[config.mk]
export PLATFORM = sky130hd
export DESIGN_NAME = busca_operandos_flat
export DESIGN_NICKNAME = d
export VERILOG_FILES = /design/src/rtl/pilha_pkg.sv /design/src/rtl/busca_operandos_if.sv /design/src/rtl/busca_operandos.sv /design/src/flat_wrapper.sv
export SDC_FILE = /design/constraint.sdc
export NUM_CORES = 1
export LEC_CHECK = 0
export ABC_AREA = 1
export CAP_MARGIN = 40
export CORE_MARGIN = 3
export CORE_UTILIZATION = 35
export DETAILED_ROUTE_END_ITERATION = 12
export DONT_BUFFER_PORTS = 1
export SKIP_CTS_REPAIR_TIMING = 1
export SLEW_MARGIN = 10
export SYNTH_ARGS = -nofsm -noshare
export SYNTH_HDL_FRONTEND = slang
export SYNTH_SLANG_ARGS = --single-unit
[constraint.sdc]
create_clock -name clk -period 3.61 [get_ports clk]
set_input_delay 0.722 -clock clk [delete_from_list [all_inputs] [get_ports clk]]
set_output_delay 0.722 -clock clk [all_outputs]
set_load 0.05 [all_outputs]
[src/rtl/pilha_pkg.sv]
// Shared types and constants for the data-stack (Pilha) read side.
// Used by the operand-fetch sequencer and its ULA handoff interface.
package pilha_pkg;

  localparam int DATA_W    = 16;
  localparam int PILHA_LAT = 1;

  typedef enum logic [2:0] {
    OCIOSO,
    POP1,
    CAP1,
    POP2,
    CAP2,
    ENTREGA,
    ERRO
  } busca_estado_t;

endpackage

[src/rtl/busca_operandos_if.sv]
// Operand handoff to the ULA: op_a/op_b qualified by op_valid,
// accepted with ula_ready.
interface busca_operandos_if
  import pilha_pkg::*;
#(
  parameter int W = DATA_W
) ();

  logic [W-1:0] op_a;
  logic [W-1:0] op_b;
  logic         op_valid;
  logic         ula_ready;

  modport master (
    output op_a,
    output op_b,
    output op_valid,
    input  ula_ready
  );

  modport slave (
    input  op_a,
    input  op_b,
    input  op_valid,
    output ula_ready
  );

endinterface

[src/rtl/busca_operandos.sv]
// Operand-fetch sequencer: pops one or two words from the stack
// and hands them to the ULA, flagging underflow instead of popping.
module busca_operandos
  import pilha_pkg::*;
#(
  parameter int DATA_W = pilha_pkg::DATA_W
) (
  input  logic              clk,
  input  logic              rst,
  input  logic              uc_req,
  input  logic              uc_dois_op,
  output logic              busy,
  output logic              pilha_pop,
  input  logic [DATA_W-1:0] pilha_dout,
  input  logic              pilha_vazia,
  output logic              erro,
  input  logic              limpa_erro,
  busca_operandos_if.master ula
);

  // The CAPx states sample pilha_dout exactly one cycle after POPx.
  if (PILHA_LAT != 1) begin : g_lat_chk
    $error("busca_operandos requires PILHA_LAT == 1");
  end

  busca_estado_t     state_q;
  logic              dois_q;
  logic              erro_q;
  logic [DATA_W-1:0] op_a_q;
  logic [DATA_W-1:0] op_b_q;

  always_ff @(posedge clk or negedge rst) begin
    if (!rst) begin
      state_q <= OCIOSO;
      dois_q  <= 1'b0;
      erro_q  <= 1'b0;
      op_a_q  <= '0;
      op_b_q  <= '0;
    end else begin
      unique case (state_q)
        OCIOSO: begin
          if (uc_req) begin
            dois_q <= uc_dois_op;
            if (pilha_vazia) begin
              state_q <= ERRO;
              erro_q  <= 1'b1;
            end else begin
              state_q <= POP1;
            end
          end
        end
        POP1: state_q <= CAP1;
        CAP1: begin
          op_b_q <= pilha_dout;
          if (dois_q) begin
            if (pilha_vazia) begin
              state_q <= ERRO;
              erro_q  <= 1'b1;
            end else begin
              state_q <= POP2;
            end
          end else begin
            op_a_q  <= '0;
            state_q <= ENTREGA;
          end
        end
        POP2: state_q <= CAP2;
        CAP2: begin
          op_a_q  <= pilha_dout;
          state_q <= ENTREGA;
        end
        ENTREGA: begin
          if (ula.ula_ready) state_q <= OCIOSO;
        end
        ERRO: begin
          if (limpa_erro) begin
            erro_q  <= 1'b0;
            state_q <= OCIOSO;
          end
        end
        default: state_q <= OCIOSO;
      endcase
    end
  end

  assign busy         = (state_q != OCIOSO);
  assign pilha_pop    = (state_q == POP1) || (state_q == POP2);
  assign erro         = erro_q;
  assign ula.op_valid = (state_q == ENTREGA);
  assign ula.op_a     = op_a_q;
  assign ula.op_b     = op_b_q;

endmodule

[src/flat_wrapper.sv]
// flat-port wrapper written by rule: the top's interface ports become plain ports
module busca_operandos_flat import pilha_pkg::*;
#(
  parameter int DATA_W = pilha_pkg::DATA_W
)
  (clk, rst, uc_req, uc_dois_op, busy, pilha_pop, pilha_dout, pilha_vazia, erro, limpa_erro, ula_op_a, ula_op_b, ula_op_valid, ula_ula_ready);
  busca_operandos_if ula_i ();
  input  logic clk;
  input  logic rst;
  input  logic uc_req;
  input  logic uc_dois_op;
  output logic busy;
  output logic pilha_pop;
  input  logic [DATA_W-1:0] pilha_dout;
  input  logic pilha_vazia;
  output logic erro;
  input  logic limpa_erro;
  output wire logic [$bits(ula_i.op_a)-1:0] ula_op_a;
  output wire logic [$bits(ula_i.op_b)-1:0] ula_op_b;
  output wire logic [$bits(ula_i.op_valid)-1:0] ula_op_valid;
  input wire logic [$bits(ula_i.ula_ready)-1:0] ula_ula_ready;
  assign ula_op_a = ula_i.op_a;
  assign ula_op_b = ula_i.op_b;
  assign ula_op_valid = ula_i.op_valid;
  assign ula_i.ula_ready = ula_ula_ready;
  busca_operandos #(.DATA_W(DATA_W)) u_core (.clk(clk), .rst(rst), .uc_req(uc_req), .uc_dois_op(uc_dois_op), .busy(busy), .pilha_pop(pilha_pop), .pilha_dout(pilha_dout), .pilha_vazia(pilha_vazia), .erro(erro), .limpa_erro(limpa_erro), .ula(ula_i));
endmodule
== Word level (Yosys, flattened, before mapping) ==
Cells that the tools add are included.
Storage, ports and cells
  register bits: 37
Cells by class
  reductions and logical operators: 9
  mux-type cells: 14
  equal/unequal tests: 11
Operator list (number)
  $pmux W16 S2: 1
  $pmux W3 S7: 1
  $mux W3: 6
  $mux W16: 1
  $eq A3 B3 Y1 const B: 3
  $eq A3 B2 Y1 const B: 2
  $ne A2 B2 Y1 const B: 3
  $reduce_bool A3 Y1: 2
  $mux W1: 4
  $ne A2 B1 Y1 const B: 2
  $reduce_and A2 Y1: 2
  $reduce_and A4 Y1: 1
  $eq A3 B1 Y1 const B: 1
  $logic_not A3 Y1: 1
  $pmux W1 S3: 1
  $reduce_and A3 Y1: 1
  $reduce_bool A2 Y1: 1
  $logic_or A1 B1 Y1: 1

== Logic depth before layout (Yosys ltp) ==
Gate-level depths: netlist of the first run.
  depth after elaboration: 3
  gate-level depth with buffers: 8
  depth with buffers taken out: 7

== Worst setup path before layout of the first run ==
Ideal clock, no wire load.
  path type: reg2out
  from: register u_core.state_q[1]
  to: output port ula_op_valid
  stages on the path, launching flop included: 5
  path buffers: 1
  data arrival time: 1266 ps
  slack: 1622 ps
  path through: dfrtp_1 -> buf_6 -> inv_1 -> nand2_1 -> nor2_1
On the way
  word-level cells in the longest chain between the ends: 1
Ends and longest elaborated chain
  start, declared: RTL line busca_operandos.sv:26  | busca_estado_t state_q;
  start signal, assigned: RTL line busca_operandos.sv:34  | state_q <= OCIOSO;
  start signal, assigned: RTL line busca_operandos.sv:45  | state_q <= ERRO;
  start signal, assigned: RTL line busca_operandos.sv:48  | state_q <= POP1;
  $eq A3 B3 Y1: RTL line busca_operandos.sv:89  | assign ula.op_valid = (state_q == ENTREGA);
  end, declared: RTL line flat_wrapper.sv:20  | output wire logic [$bits(ula_i.op_valid)-1:0] ula_op_valid;
Every way passes these cells.

== Worst setup path in the final report of the first run ==
Same ends and word-level chain as after synthesis.

==> impl_metrics.py, run 1 <==
metrics = {
    "run_status": {
        "status": "finished clean",
    },
    "logic_synthesis": {
        "yosysWarnings": 0,
        "ys_seq_elements": 37,
        "synth_area_um2": 1610,
        "yosys.area.top_type": "dfrtp_1",
        "yosysSeqAreaShare": 0.576,
        "netlist.area_leader.share": 0.576,
        "synth_cell_type_count": 18,
        "synthesis.nets": 206,
        "avgSynthCellArea_um2": 8.78,
        "synth_area_leaders": "dfrtp_1 (58%), inv_1 (9.6%), nand2_1 (9.1%)",
        "netlist_instances": 183,
    },
    "die": {
        "ios": 59,
        "start_util": 0.366,
        "fp-row-count": 24,
        "die_h_um": 73.8,
        "core_um2": 4380,
        "die_area_um2": 5440,
        "die_x_um": 73.8,
    },
    "hold_path": {
        "holdCritPathClass": "primary input to asynchronous set/reset pin",
    },
    "global_route": {
        "grt_pass1_vias": 1131,
        "top_usage_layer": "met2",
        "use_met3": 0.0369,
        "grt_pass1_wl_mm": 5.57,
        "grt_use_met1": 0.166,
        "grt_max_degree": 38,
        "grt.total_usage": 0.136,
        "met2_usage": 0.221,
        "grt_overflow": 0,
        "grt_antenna_before_repair": 0,
    },
    "clock_network": {
        "cts.sinks": 37,
        "insertion_delay_ps": 290,
        "numCtsBuffers": 5,
        "cts-root-buf": "clkbuf_8",
        "cts_tree": "yes",
        "htree_levels": 2,
        "path_clk_slew_ps": 80,
        "clock_path_buffers": 2,
    },
    "timing": {
        "setup_viol": 0,
        "setup_tns_ps": 0,
        "layout_min_cycle_time_ps": 2340,
        "period_share": 0.647,
        "hold_violations": 0,
        "slew_viol_final": 0,
        "rsz0062_at_grt": "no",
        "tightest_slew_ps": 877,
        "max-slew-margin-rel": 0.413,
        "fin_skew_ps": 9.49,
        "max_freq_mhz": 428,
    },
    "finish": {
        "final_common_cell": "inv_1",
        "final_net_count": 207,
        "diodes": 0,
        "num-fill-cells": 447,
        "drive_gt1_frac": 0.0703,
        "synthToLayoutAreaGrowth_pct": 7.01,
        "layout_common_cells": "inv_1 (41), nand2_1 (39), dfrtp_1 (37)",
    },
    "placed_design": {
        "dp_hpwl_mm": 2.40,
        "port_buffers": 0,
        "gp_congestion": 0.865,
    },
    "job": {
        "max-cap-violations": 0,
    },
    "critical_path": {
        "cp_max_fo": 7,
        "cp.arrival_ps": 1610,
        "crit_path_start_kind": "register",
        "required_ps": 2890,
        "critical_path_class": "register to output port",
        "end_kind": "output port",
    },
    "routing": {
        "drt_wl_total_mm": 3.47,
        "dr.first_iter.drc_count": 43,
        "drtPass1Iterations": 4,
        "wl_per_cell_um": 14.6,
        "drc": 0,
        "ant_nets": 0,
        "avgViaCountPerCell": 4.90,
        "num_vias": 1162,
    },
}
per-layer routing:
| metal | up-vias | wire length (um) |
|---|---|---|
| met3 | 4 | 209 |
| met1 | 542 | 1490 |
| li1 | 575 | - |
| met4 | 0 | 26 |
| met5 | - | 0 |
| met2 | 41 | 1740 |
metrics by stage:
| stage | cells | worst slack (ps) | hold slack, ps | util | cell area [um^2] |
|---|---|---|---|---|---|
| 2_1_floorplan | 183 | 1620 | 426 | - | 1610 |
| 3_3_place_gp | 229 | 1600 | 428 | 0.371 | 1630 |
| 3_5_place_dp | 229 | 1580 | 428 | 0.371 | 1630 |
| 4_1_cts | 237 | 1260 | 104 | 0.392 | 1720 |
| 5_1_grt | 237 | 1180 | 97.0 | 0.392 | 1720 |
| 6_report | 237 | 1270 | 120 | 0.392 | 1720 |
synthesized netlist by cell type (all sizes together):
cell and count:
clkbuf 1, nor2 9, dfrtp 37, nand3 10, nand4 1, buf 5, inv 42, o21ai 21
nand2 40, nor3 1, o22ai 16
cell type report:
type | instances | area, um^2 | area share
sequential | 37 | 926 | 0.539
inverter | 42 | 158 | 0.0917
tap | 52 | 65.1 | 0.0378
clock inverter | 3 | 22.5 | 0.0131
clock buffer | 5 | 68.8 | 0.0400
multi-input combinational | 98 | 479 | 0.279
cell families (layout without fill, tap and decap cells):
family | Yosys count | after routing | synth area share
DFF | 37 | 37 | 0.576
AOI/OAI and AO/OA | 37 | 37 | 0.135
and+or+nand+nor | 61 | 61 | 0.164
buffers and inverters | 48 | 50 | 0.125
critical path, stage by stage, from the launching register on:
cell,delay [ps]
dfrtp_1,470
inv_1,120
nand2_1,70
nor2_1,670
final timing paths:
check / slack [ps] / cells after the start / from / endpoint
max in group asynchronous: 3390 / 0 / rst / u_core.erro
min in group clk: 580 / 2 / uc_req / u_core.dois_q
worst max register to register: 1780 / 4 / u_core.state_q[2] / u_core.ula.op_a[6]
worst min register to register: 620 / 2 / u_core.state_q[2] / u_core.state_q[2]
worst min-delay path: 120 / 0 / rst / u_core.ula.op_b[2]
worst max-delay path: 1270 / 3 / u_core.state_q[1] / ula_op_valid
registers in the layout, summed over array words and instances (netlist names):
name,flops
u_core.ula.op_a,16
u_core.ula.op_b,16
u_core.state_q,3
u_core.dois_q,1
u_core.erro,1
Power of run 1 is not shown: default switching activity piles up to over one toggle a cycle in this logic, so the estimate is an artifact.
==> run 2: changes to the inputs <==
==> constraint.sdc (replaced) <==
create_clock -name clk -period 1.9 [get_ports clk]
set_input_delay 0.38 -clock clk [delete_from_list [all_inputs] [get_ports clk]]
set_output_delay 0.38 -clock clk [all_outputs]
set_load 0.05 [all_outputs]
==> run 2 against run 1 <==
- die area unchanged
- critical path depth did not move
- critical path type unchanged
- clock skew down 1.7 ps
- global-route usage grew 0.61 points
==> impl_metrics.py, run 2 (synthesis results as in run 1) <==
metrics = {
    "critical_path": {
        "slowest_stage": "dfrtp_1",
        "critical_path_class": "register to output port",
        "cpLargestDelayFamily": "simple AND/OR/NAND/NOR gates",
        "cp.arrival_ps": 1440,
        "required_ps": 1520,
        "critPathMaxStageDelay_ps": 460,
        "crit_buf_inv": 1,
        "crit_path_start_kind": "register",
        "end_kind": "output port",
        "cp_max_fo": 9,
        "crit_chain": "inv_2, nand3_1, nand2_1",
        "reg2reg_slack_ps": 350,
    },
    "routing": {
        "wl_per_cell_um": 15.1,
        "drc": 0,
        "ant_nets": 0,
        "drt_wl_total_mm": 3.66,
        "dr.first_iter.drc_count": 33,
        "drtPass1Iterations": 4,
        "num_vias": 1156,
        "avgViaCountPerCell": 4.76,
    },
    "timing": {
        "fin_skew_ps": 7.79,
        "worst_slack_ps": 82.5,
        "hold_violations": 0,
        "slew_viol_final": 0,
        "setup_viol": 0,
        "tightest_slew_ps": 497,
        "setup_tns_ps": 0,
        "layout_min_cycle_time_ps": 1820,
        "max_freq_mhz": 550,
        "max-slew-margin-rel": 0.669,
        "period_share": 0.957,
    },
    "finish": {
        "diodes": 0,
        "num-fill-cells": 455,
        "layout_common_cells": "inv_1 (41), nand2_1 (39), dfrtp_1 (37)",
        "final_common_cell": "inv_1",
        "synthToLayoutAreaGrowth_pct": 11.0,
        "drive_gt1_frac": 0.0890,
        "final_net_count": 213,
    },
    "die": {
        "die_x_um": 73.8,
        "core_um2": 4380,
        "die_h_um": 73.8,
        "fp-row-count": 24,
        "die_area_um2": 5440,
        "start_util": 0.366,
        "ios": 59,
    },
    "placed_design": {
        "post-place-ws_ps": 347,
        "port_buffers": 0,
        "gp_congestion": 0.875,
        "dp_hpwl_mm": 2.55,
    },
    "job": {
        "max-cap-violations": 0,
    },
    "hold_path": {
        "holdCritPathClass": "primary input to register",
    },
    "clock_network": {
        "path_clk_slew_ps": 70,
        "insertion_delay_ps": 290,
        "cts-root-buf": "clkbuf_8",
        "clock_path_buffers": 2,
        "numCtsBuffers": 5,
        "cts_tree": "yes",
        "cts.sinks": 37,
        "htree_levels": 2,
    },
    "global_route": {
        "grt_antenna_before_repair": 0,
        "grt_pass1_vias": 1176,
        "grt_max_degree": 38,
        "grt.total_usage": 0.142,
        "grt_overflow": 0,
        "grt_pass1_wl_mm": 5.82,
    },
    "run_status": {
        "status": "finished clean",
    },
}
-- run 2: changes by cell type in the layout (fill, tap and decap cells not counted), sizes merged --
cell	delta
buf	+5
clkbuf	+1
clkinv	-3
clkinvlp	+2
dlygate4sd3	+1
-- run 2: metal layers --
layer  track usage  share of wire  wire length, um  vias to the layer above
met3        0.0451          0.068              250                        7
met1         0.178           0.45             1630                      520
met4        0.0684          0.016               59                        0
met5             0              0                0                        -
li1              -              -                -                      589
met2         0.221           0.47             1720                       40
-- run 2: stage by stage --
stage	cells	utilization	area, um^2	hold slack (ps)
final	243	0.407	1780	232
after global routing	243	0.407	1780	222
after CTS	241	0.398	1750	-233
after detailed placement	233	0.378	1660	85.8
after global placement	233	0.378	1660	85.9
after floorplan	183	-	1610	84.4
-- run 2: worst paths after layout --
kind	from	end	depth (start not counted)
min reg2reg	u_core.dois_q	u_core.dois_q	2
max reg2reg	u_core.state_q[2]	u_core.ula.op_a[1]	4
min	uc_dois_op	u_core.dois_q	2
min in group asynchronous	rst	u_core.ula.op_a[5]	2
max in group asynchronous	rst	u_core.ula.op_b[0]	2
max	u_core.state_q[2]	pilha_pop	3
-- run 2: worst register-to-register path, delay by kind of cell (launching register included) --
| family | cells | cell delay (ps) |
|---|---|---|
| buf+inv | 1 | 190 |
| flops | 1 | 460 |
| compound gates | 2 | 580 |
| simple gates | 1 | 180 |
-- run 2: cell type report --
type | count | area (um^2) | area share
multi-input combinational | 98 | 479 | 0.269
sequential | 37 | 926 | 0.519
tap | 52 | 65.1 | 0.0365
timing repair buffer | 6 | 67.6 | 0.0379
clock buffer | 6 | 72.6 | 0.0407
clock inverter | 2 | 15.0 | 0.00842
inverter | 42 | 158 | 0.0884
Power of run 2 is left out for the same reason.
==> run 3: changes to the inputs <==
--- a/config.mk
+++ b/config.mk
@@ -7,7 +7,7 @@
 export LEC_CHECK = 0
 export ABC_AREA = 1
 export CAP_MARGIN = 40
-export CORE_MARGIN = 3
+export CORE_MARGIN = 5
 export CORE_UTILIZATION = 35
 export DETAILED_ROUTE_END_ITERATION = 12
 export DONT_BUFFER_PORTS = 1
==> run 3 against run 2 <==
- clock-buffer cell count is 1 higher
- non-clock buffer count stayed put
- global-route usage is 1.9 points lower
- hold slack better by 14 ps
- largest cell class unchanged
- utilization is 0.48 points lower
- die area is 11% higher
- critical path depth stayed put
- register-to-register slack better by 130 ps
- via count is 1.5% higher
- worst setup slack better by 49 ps
- cell area is 0.49% lower
- highest routed layer unchanged
- maximum frequency is 2.8% higher
==> impl_metrics.py, run 3 (synthesis results as in run 1) <==
metrics = {
    "critical_path": {
        "reg2reg_slack_ps": 480,
        "required_ps": 1520,
        "crit_path_start_kind": "register",
        "cp_max_fo": 9,
        "slowest_stage": "dfrtp_1",
        "critPathMaxStageDelay_ps": 430,
        "r2r_start": "u_core.state_q[0]",
        "reg2regPathDepth": 4,
        "worstReg2RegEnd": "u_core.ula.op_a[13]",
        "cpLargestDelayFamily": "simple AND/OR/NAND/NOR gates",
        "cp.arrival_ps": 1390,
        "end_kind": "output port",
        "crit_buf_inv": 1,
        "crit_chain": "inv_2, nand3_1, nand2_1",
        "critical_path_class": "register to output port",
    },
    "finish": {
        "synthToLayoutAreaGrowth_pct": 10.4,
        "multi_input_area_um2": 479,
        "diodes": 0,
        "final_common_cell": "inv_1",
        "drive_gt1_frac": 0.0842,
        "layout_common_cells": "inv_1 (41), nand2_1 (39), dfrtp_1 (37)",
        "utilization": 0.402,
        "seq_area_um2": 926,
        "final_net_count": 213,
        "num-fill-cells": 471,
    },
    "clock_network": {
        "clock_path_buffers": 2,
        "cts-root-buf": "clkbuf_8",
        "cts_tree": "yes",
        "cts.sinks": 37,
        "htree_levels": 2,
        "insertion_delay_ps": 280,
        "numCtsBuffers": 5,
        "path_clk_slew_ps": 70,
    },
    "routing": {
        "drtPass1Iterations": 4,
        "wl_met2_mm": 1.54,
        "wl_per_cell_um": 14.2,
        "top_layer": "met4",
        "met3WireLength_um": 335,
        "ant_nets": 0,
        "dr.first_iter.drc_count": 40,
        "drt_wl_total_mm": 3.43,
        "num_vias": 1173,
        "drc": 0,
        "wl_met1_mm": 1.50,
        "avgViaCountPerCell": 4.85,
    },
    "global_route": {
        "grt_max_degree": 38,
        "grt_antenna_before_repair": 0,
        "grt_overflow": 0,
        "grt_pass1_wl_mm": 5.95,
        "grt.total_usage": 0.124,
        "grt_pass1_vias": 1199,
    },
    "hold_path": {
        "holdCritPathClass": "primary input to register",
        "hold_start": "uc_dois_op",
        "whs_path_depth": 2,
        "whs_endpoint": "u_core.dois_q",
    },
    "die": {
        "die_h_um": 77.8,
        "ios": 59,
        "core_um2": 4410,
        "die_area_um2": 6050,
        "start_util": 0.364,
        "fp-row-count": 24,
        "die_x_um": 77.8,
    },
    "timing": {
        "rsz0062_at_grt": "no",
        "max-slew-margin-rel": 0.662,
        "fin_skew_ps": 2.65,
        "period_share": 0.931,
        "setup_viol": 0,
        "hold_violations": 0,
        "slew_viol_final": 0,
        "layout_min_cycle_time_ps": 1770,
        "fin_hold_ws_ps": 246,
        "tightest_slew_ps": 507,
        "setup_tns_ps": 0,
        "max_freq_mhz": 565,
    },
    "placed_design": {
        "port_buffers": 0,
        "gp_congestion": 0.799,
        "dp_hpwl_mm": 2.51,
    },
    "run_status": {
        "status": "finished clean",
    },
    "job": {
        "max-cap-violations": 0,
    },
}
-- run 3: changes by cell type in the layout (fill, tap and decap cells not counted), sizes merged --
cell,change
clkbuf,+1
clkinvlp,-2
-- run 3: area by class of cell --
type                            instances  share of cell area
Inverter                               42              0.0889
Tap cell                               52              0.0367
Sequential cell                        37               0.522
Timing Repair Buffer                    6              0.0339
Multi-Input combinational cell         98               0.270
Clock buffer                            7              0.0487
-- run 3: worst reg2reg max path, cell delays in order, from the launching register on --
cell and delay [ps]:
dfrtp_1 430, inv_1 190, nand3_4 120, o21ai_4 400, o22ai_1 150
-- run 3: through the flow --
stage                     instances  instance area (um^2)  worst slack (ps)
after floorplan                 183                  1610               254
after global placement          233                  1660               472
after detailed placement        233                  1660               422
after CTS                       240                  1740               112
after global routing            242                  1770              29.4
final                           242                  1770               131
-- run 3: how the worst max path moves through the flow --
stage                      startpoint            to  slack [ps]  cells past startpoint
finish              u_core.state_q[2]     pilha_pop         130                      3
global route        u_core.state_q[2]     pilha_pop          30                      3
CTS                 u_core.state_q[2]     pilha_pop         110                      3
detailed placement  u_core.state_q[2]     pilha_pop         420                      3
global placement    u_core.state_q[2]     pilha_pop         470                      3
floorplan           u_core.state_q[1]  ula_op_valid         250                      4
-- run 3: per-layer routing --
layer | vias up | global-route usage
li1 | 584 | -
met1 | 530 | 0.160
met2 | 52 | 0.177
met3 | 7 | 0.0579
met4 | 0 | 0.0515
met5 | - | 0
Power of run 3 is left out for the same reason.
==> patch 1 (config.mk and constraints of run 2) <==
Encoding of `busca_estado_t`: now one-hot (7 bits for 7 values).
--- a/src/rtl/pilha_pkg.sv
+++ b/src/rtl/pilha_pkg.sv
@@ -6,12 +6,12 @@
   localparam int PILHA_LAT = 1;
 
-  typedef enum logic [2:0] {
-    OCIOSO,
-    POP1,
-    CAP1,
-    POP2,
-    CAP2,
-    ENTREGA,
-    ERRO
+  typedef enum logic [6:0] {
+    OCIOSO  = 7'b0000001,
+    POP1    = 7'b0000010,
+    CAP1    = 7'b0000100,
+    POP2    = 7'b0001000,
+    CAP2    = 7'b0010000,
+    ENTREGA = 7'b0100000,
+    ERRO    = 7'b1000000
   } busca_estado_t;
 
Formal check against the unedited RTL: same outputs for any inputs over 10 cycles, from zero or initial values and one cycle with rst low; not proved beyond that.
==> patch 1 against run 2 <==
Global-route usage decreased by 0.81 points. Setup slack improved by 0.025 ns. Die area increased by 11%. Critical endpoint unchanged. Sequential share of layout area decreased by 1.4 points. Sequential cell count increased by 4. Largest cell class unchanged. Wire length increased by 5.3%. Cell area increased by 14%. Via count increased by 10%. Synthesized area increased by 12%. First-iteration DRC count increased by 12%. Non-clock buffer count increased by 3.
==> patch 1: results <==
[global_routing]
antenna_found_initial = 0
grt_pass1_wl_um = 6334
grt_start_max_net_pins = 42
grt_pass1_vias = 1369
track_usage = 0.1343

[critical_path]
startpoint_type = flip-flop
arrival_ns = 1.41
path_max_fanout = 7

[place]
post_dp_cell_area_um2 = 1884
io_buffers = 0
hpwlAfterDp_um = 2779
gp_routability_congestion = 0.8144

[timing]
relSlewSlack = 0.6373
finalSetupViolCount = 0
fin_skew_ns = 0.005304

[power]
leakage_uw = 0.001055
ir_drop_mv = 0.8953

[synth]
synth_commonest_cells = 40 x dfrtp_1, 34 x nand2_1, 31 x inv_1
synth_warnings = 0
async_flop_share = 1.000
synth_cell_types = 17
synth-main-ff-cell = dfrtp_1
synthesis.nets = 218
synthTopCellsByArea = dfrtp_1 56%, nand3_1 7.2%, nand2_1 7.1%
ys_seq_area_frac = 0.5705

[cells_and_area]
diodes = 0
drive_gt1_frac = 0.1823
nNetsFinal = 226

[clocking]
cts_made_buffers = 5
clkTransAtPathRegs_ns = 0.07
h-tree-depth = 2
cts_buffer_depth = 2
cts-root-buf = clkbuf_8
clock_latency_ns = 0.29

[min_path]
holdCritPathClass = input pin to flip-flop

[outcome]
status = complete, no violations

[drt]
post_drt_wl_per_cell_um = 14.26
drtIter0Drc = 37
first_pass_iters = 4
vias = 1272
==> patch 1: kinds of logic after synthesis <==
| kind of cell | synth area share |
|---|---|
| AND/OR/NAND/NOR | 0.2050 |
| flip-flops | 0.5705 |
| buffers and inverters | 0.1008 |
| AO/OA/AOI/OAI | 0.1237 |
==> patch 1: worst max-delay path, cell delays in order (launching register included) <==
cell,delay [ns]
dfrtp_1,0.39
inv_1,0.09
nand2_2,0.08
nor2_4,0.16
nand3_1,0.19
nand2_4,0.21
==> patch 1: final timing paths <==
| kind | startpoint | endpoint | slack [ns] | cells after the start |
|---|---|---|---|---|
| worst min register to register | u_core.dois_q | u_core.state_q[3] | 0.55 | 2 |
| max in group asynchronous | rst | u_core.state_q[0] | 1.00 | 2 |
| worst max register to register | u_core.state_q[0] | u_core.erro | 0.42 | 8 |
| worst min-delay path | pilha_vazia | u_core.state_q[1] | 0.16 | 1 |
| min in group asynchronous | rst | u_core.state_q[2] | 0.62 | 2 |
| worst max-delay path | u_core.state_q[4] | pilha_pop | 0.11 | 5 |
==> patch 1: layout make-up <==
type	instances	area, um^2
Inverter	31	116.4
Multi-Input combinational cell	115	599.3
Sequential cell	41	1027
Clock inverter	2	35.03
Fill cell	492	2815
Timing Repair Buffer	9	102.6
Tap cell	67	83.83
Clock buffer	5	68.82
==> patch 1: metrics by stage <==
stage	instances	TNS (ns)	util	setup WS, ns	power (uW)
3_5_place_dp	261	0	0.3886	0.2974	3534
6_report	270	0	0.4194	0.1072	4192
2_1_floorplan	195	0	-	0.2387	3290
4_1_cts	268	-0.03291	0.4101	-0.03291	4208
5_1_grt	270	0	0.4194	0.006183	4454
3_3_place_gp	261	0	0.3886	0.3518	3498
==> patch 1: layer usage <==
metal	vias up	global-route usage	wire, um
li1	635	-	-
met4	0	0.04804	51
met2	50	0.2192	1800
met5	-	0	0
met3	8	0.05800	397
met1	579	0.1565	1601
==> patch 1: where the power goes <==
group	switching, uW	total [uW]	internal, uW
combinational	565	920	355
sequential	1380	2600	1220
clock	288	670	382
total	2240	4190	1960
==> patch 2 (flow settings as in run 2) <==
Made on the original files. The package constant `DATA_W` goes from 16 to 14.
--- a/src/rtl/pilha_pkg.sv
+++ b/src/rtl/pilha_pkg.sv
@@ -3,5 +3,5 @@
 package pilha_pkg;
 
-  localparam int DATA_W    = 16;
+  localparam int DATA_W    = 14;
   localparam int PILHA_LAT = 1;
 
Interface: changed (resized pilha_dout, ula_op_a and ula_op_b); port bits go from 59 to 53. No check against the original RTL was run, so the function may have changed too.
==> patch 2 against run 2 <==
Cell area fell by 0.84%. Sequential cell count fell by 4. Non-clock buffer count did not move. Wire length fell by 10%. Sequential share of layout area fell by 5.2 points. Setup slack improved by 0.041 ns. Critical path type unchanged. Synthesized area rose by 0.78%. Register-to-register slack improved by 0.05 ns. Largest cell class unchanged. Synthesized cell count fell by 8.2%.
Power is left out: the tool's default activity adds up to more than one toggle a clock period on the data nets, which glitch-free logic cannot reach.
==> patch 2: results <==
[cells_and_area]
drive_gt1_frac = 0.2670
diodes = 0
nNetsFinal = 197

[drt]
drt-total-wl_um = 3283
via_per_inst = 4.807
post_drt_wl_per_cell_um = 14.40
drtIter0Drc = 31

[clocking]
clkTransAtPathRegs_ns = 0.07
cts-root-buf = clkbuf_8
cts_buffer_depth = 2
cts_made_buffers = 5
clock_latency_ns = 0.28

[min_path]
holdCritPathClass = input pin to flip-flop

[global_routing]
grt_start_max_net_pins = 34
grt_pass1_wl_um = 5237
antenna_found_initial = 0
track_usage = 0.1255
grt_remaining_overflow = 0

[synth]
synth_mux_area_frac = 0
synth_cell_types = 21
async_flop_share = 1.000
synth_compound_area_frac = 0.1816
syn_inst = 168
synth-main-ff-cell = dfrtp_1
synth_xor_area_frac = 0
ys_seq_area_frac = 0.5100
synth_commonest_cells = 36 x inv_1, 33 x dfrtp_1, 31 x nand2_1
synth_fa_ha_area_frac = 0
synthesis.nets = 189
synthTopCellsByArea = dfrtp_1 51%, inv_1 8.3%, o22ai_2 7.7%

[place]
gp_routability_congestion = 0.8623
io_buffers = 0
dp.cells = 219
dp_slack_ns = 0.3807
hpwlAfterDp_um = 2331
post_dp_cell_area_um2 = 1648

[timing]
fin_skew_ns = 0.01055
relSlewSlack = 0.6340

[critical_path]
path_max_fanout = 9
arrival_ns = 1.40

[outcome]
status = complete, no violations
==> patch 2: changes by cell type after synthesis, moves of 2 or more <==
cell,before,now
buf_12,0,2
o21ai_2,0,10
o22ai_2,0,10
nand2_2,1,6
nor2_2,1,3
o21ai_0,20,8
buf_2,2,0
dfrtp_1,37,33
inv_4,0,2
nor2_1,8,6
o22ai_1,16,4
inv_1,41,36
nand2_1,39,31
==> patch 2: final timing paths <==
| path | start | to | slack (ns) | cells after the start |
|---|---|---|---|---|
| min reg2reg | u_core.state_q[2] | u_core.state_q[2] | 0.66 | 2 |
| min | uc_req | u_core.dois_q | 0.23 | 2 |
| max in group asynchronous | rst | u_core.ula.op_a[3] | 1.16 | 2 |
| max | u_core.state_q[2] | pilha_pop | 0.12 | 3 |
| min in group asynchronous | rst | u_core.ula.op_b[9] | 0.56 | 2 |
| max reg2reg | u_core.state_q[2] | u_core.ula.op_a[0] | 0.40 | 4 |
==> patch 2: cell families after synthesis <==
group                  after synthesis
buffers and inverters               43
AND/OR/NAND/NOR                     59
flip-flops                          33
AO/OA/AOI/OAI                       33
==> patch 2: metal layers <==
layer,vias up,global-route usage,wire (um)
li1,545,-,-
met1,508,0.1639,1474
met2,39,0.1880,1515
met3,4,0.05000,245
met4,0,0.04628,48
met5,-,0,0
==> patch 2: final cells by class <==
class	instances	area, um^2
Fill cell	460	2646
Sequential cell	33	825.8
Multi-Input combinational cell	92	579.3
Inverter	38	147.6
Clock buffer	6	82.58
Tap cell	52	65.06
Timing Repair Buffer	6	60.06
Clock inverter	1	7.507
==> patch 2: worst max-delay path, stage by stage (launching register included) <==
cell and delay, ns:
dfrtp_1 0.47, inv_4 0.15, nand3_1 0.10, nand2_1 0.39
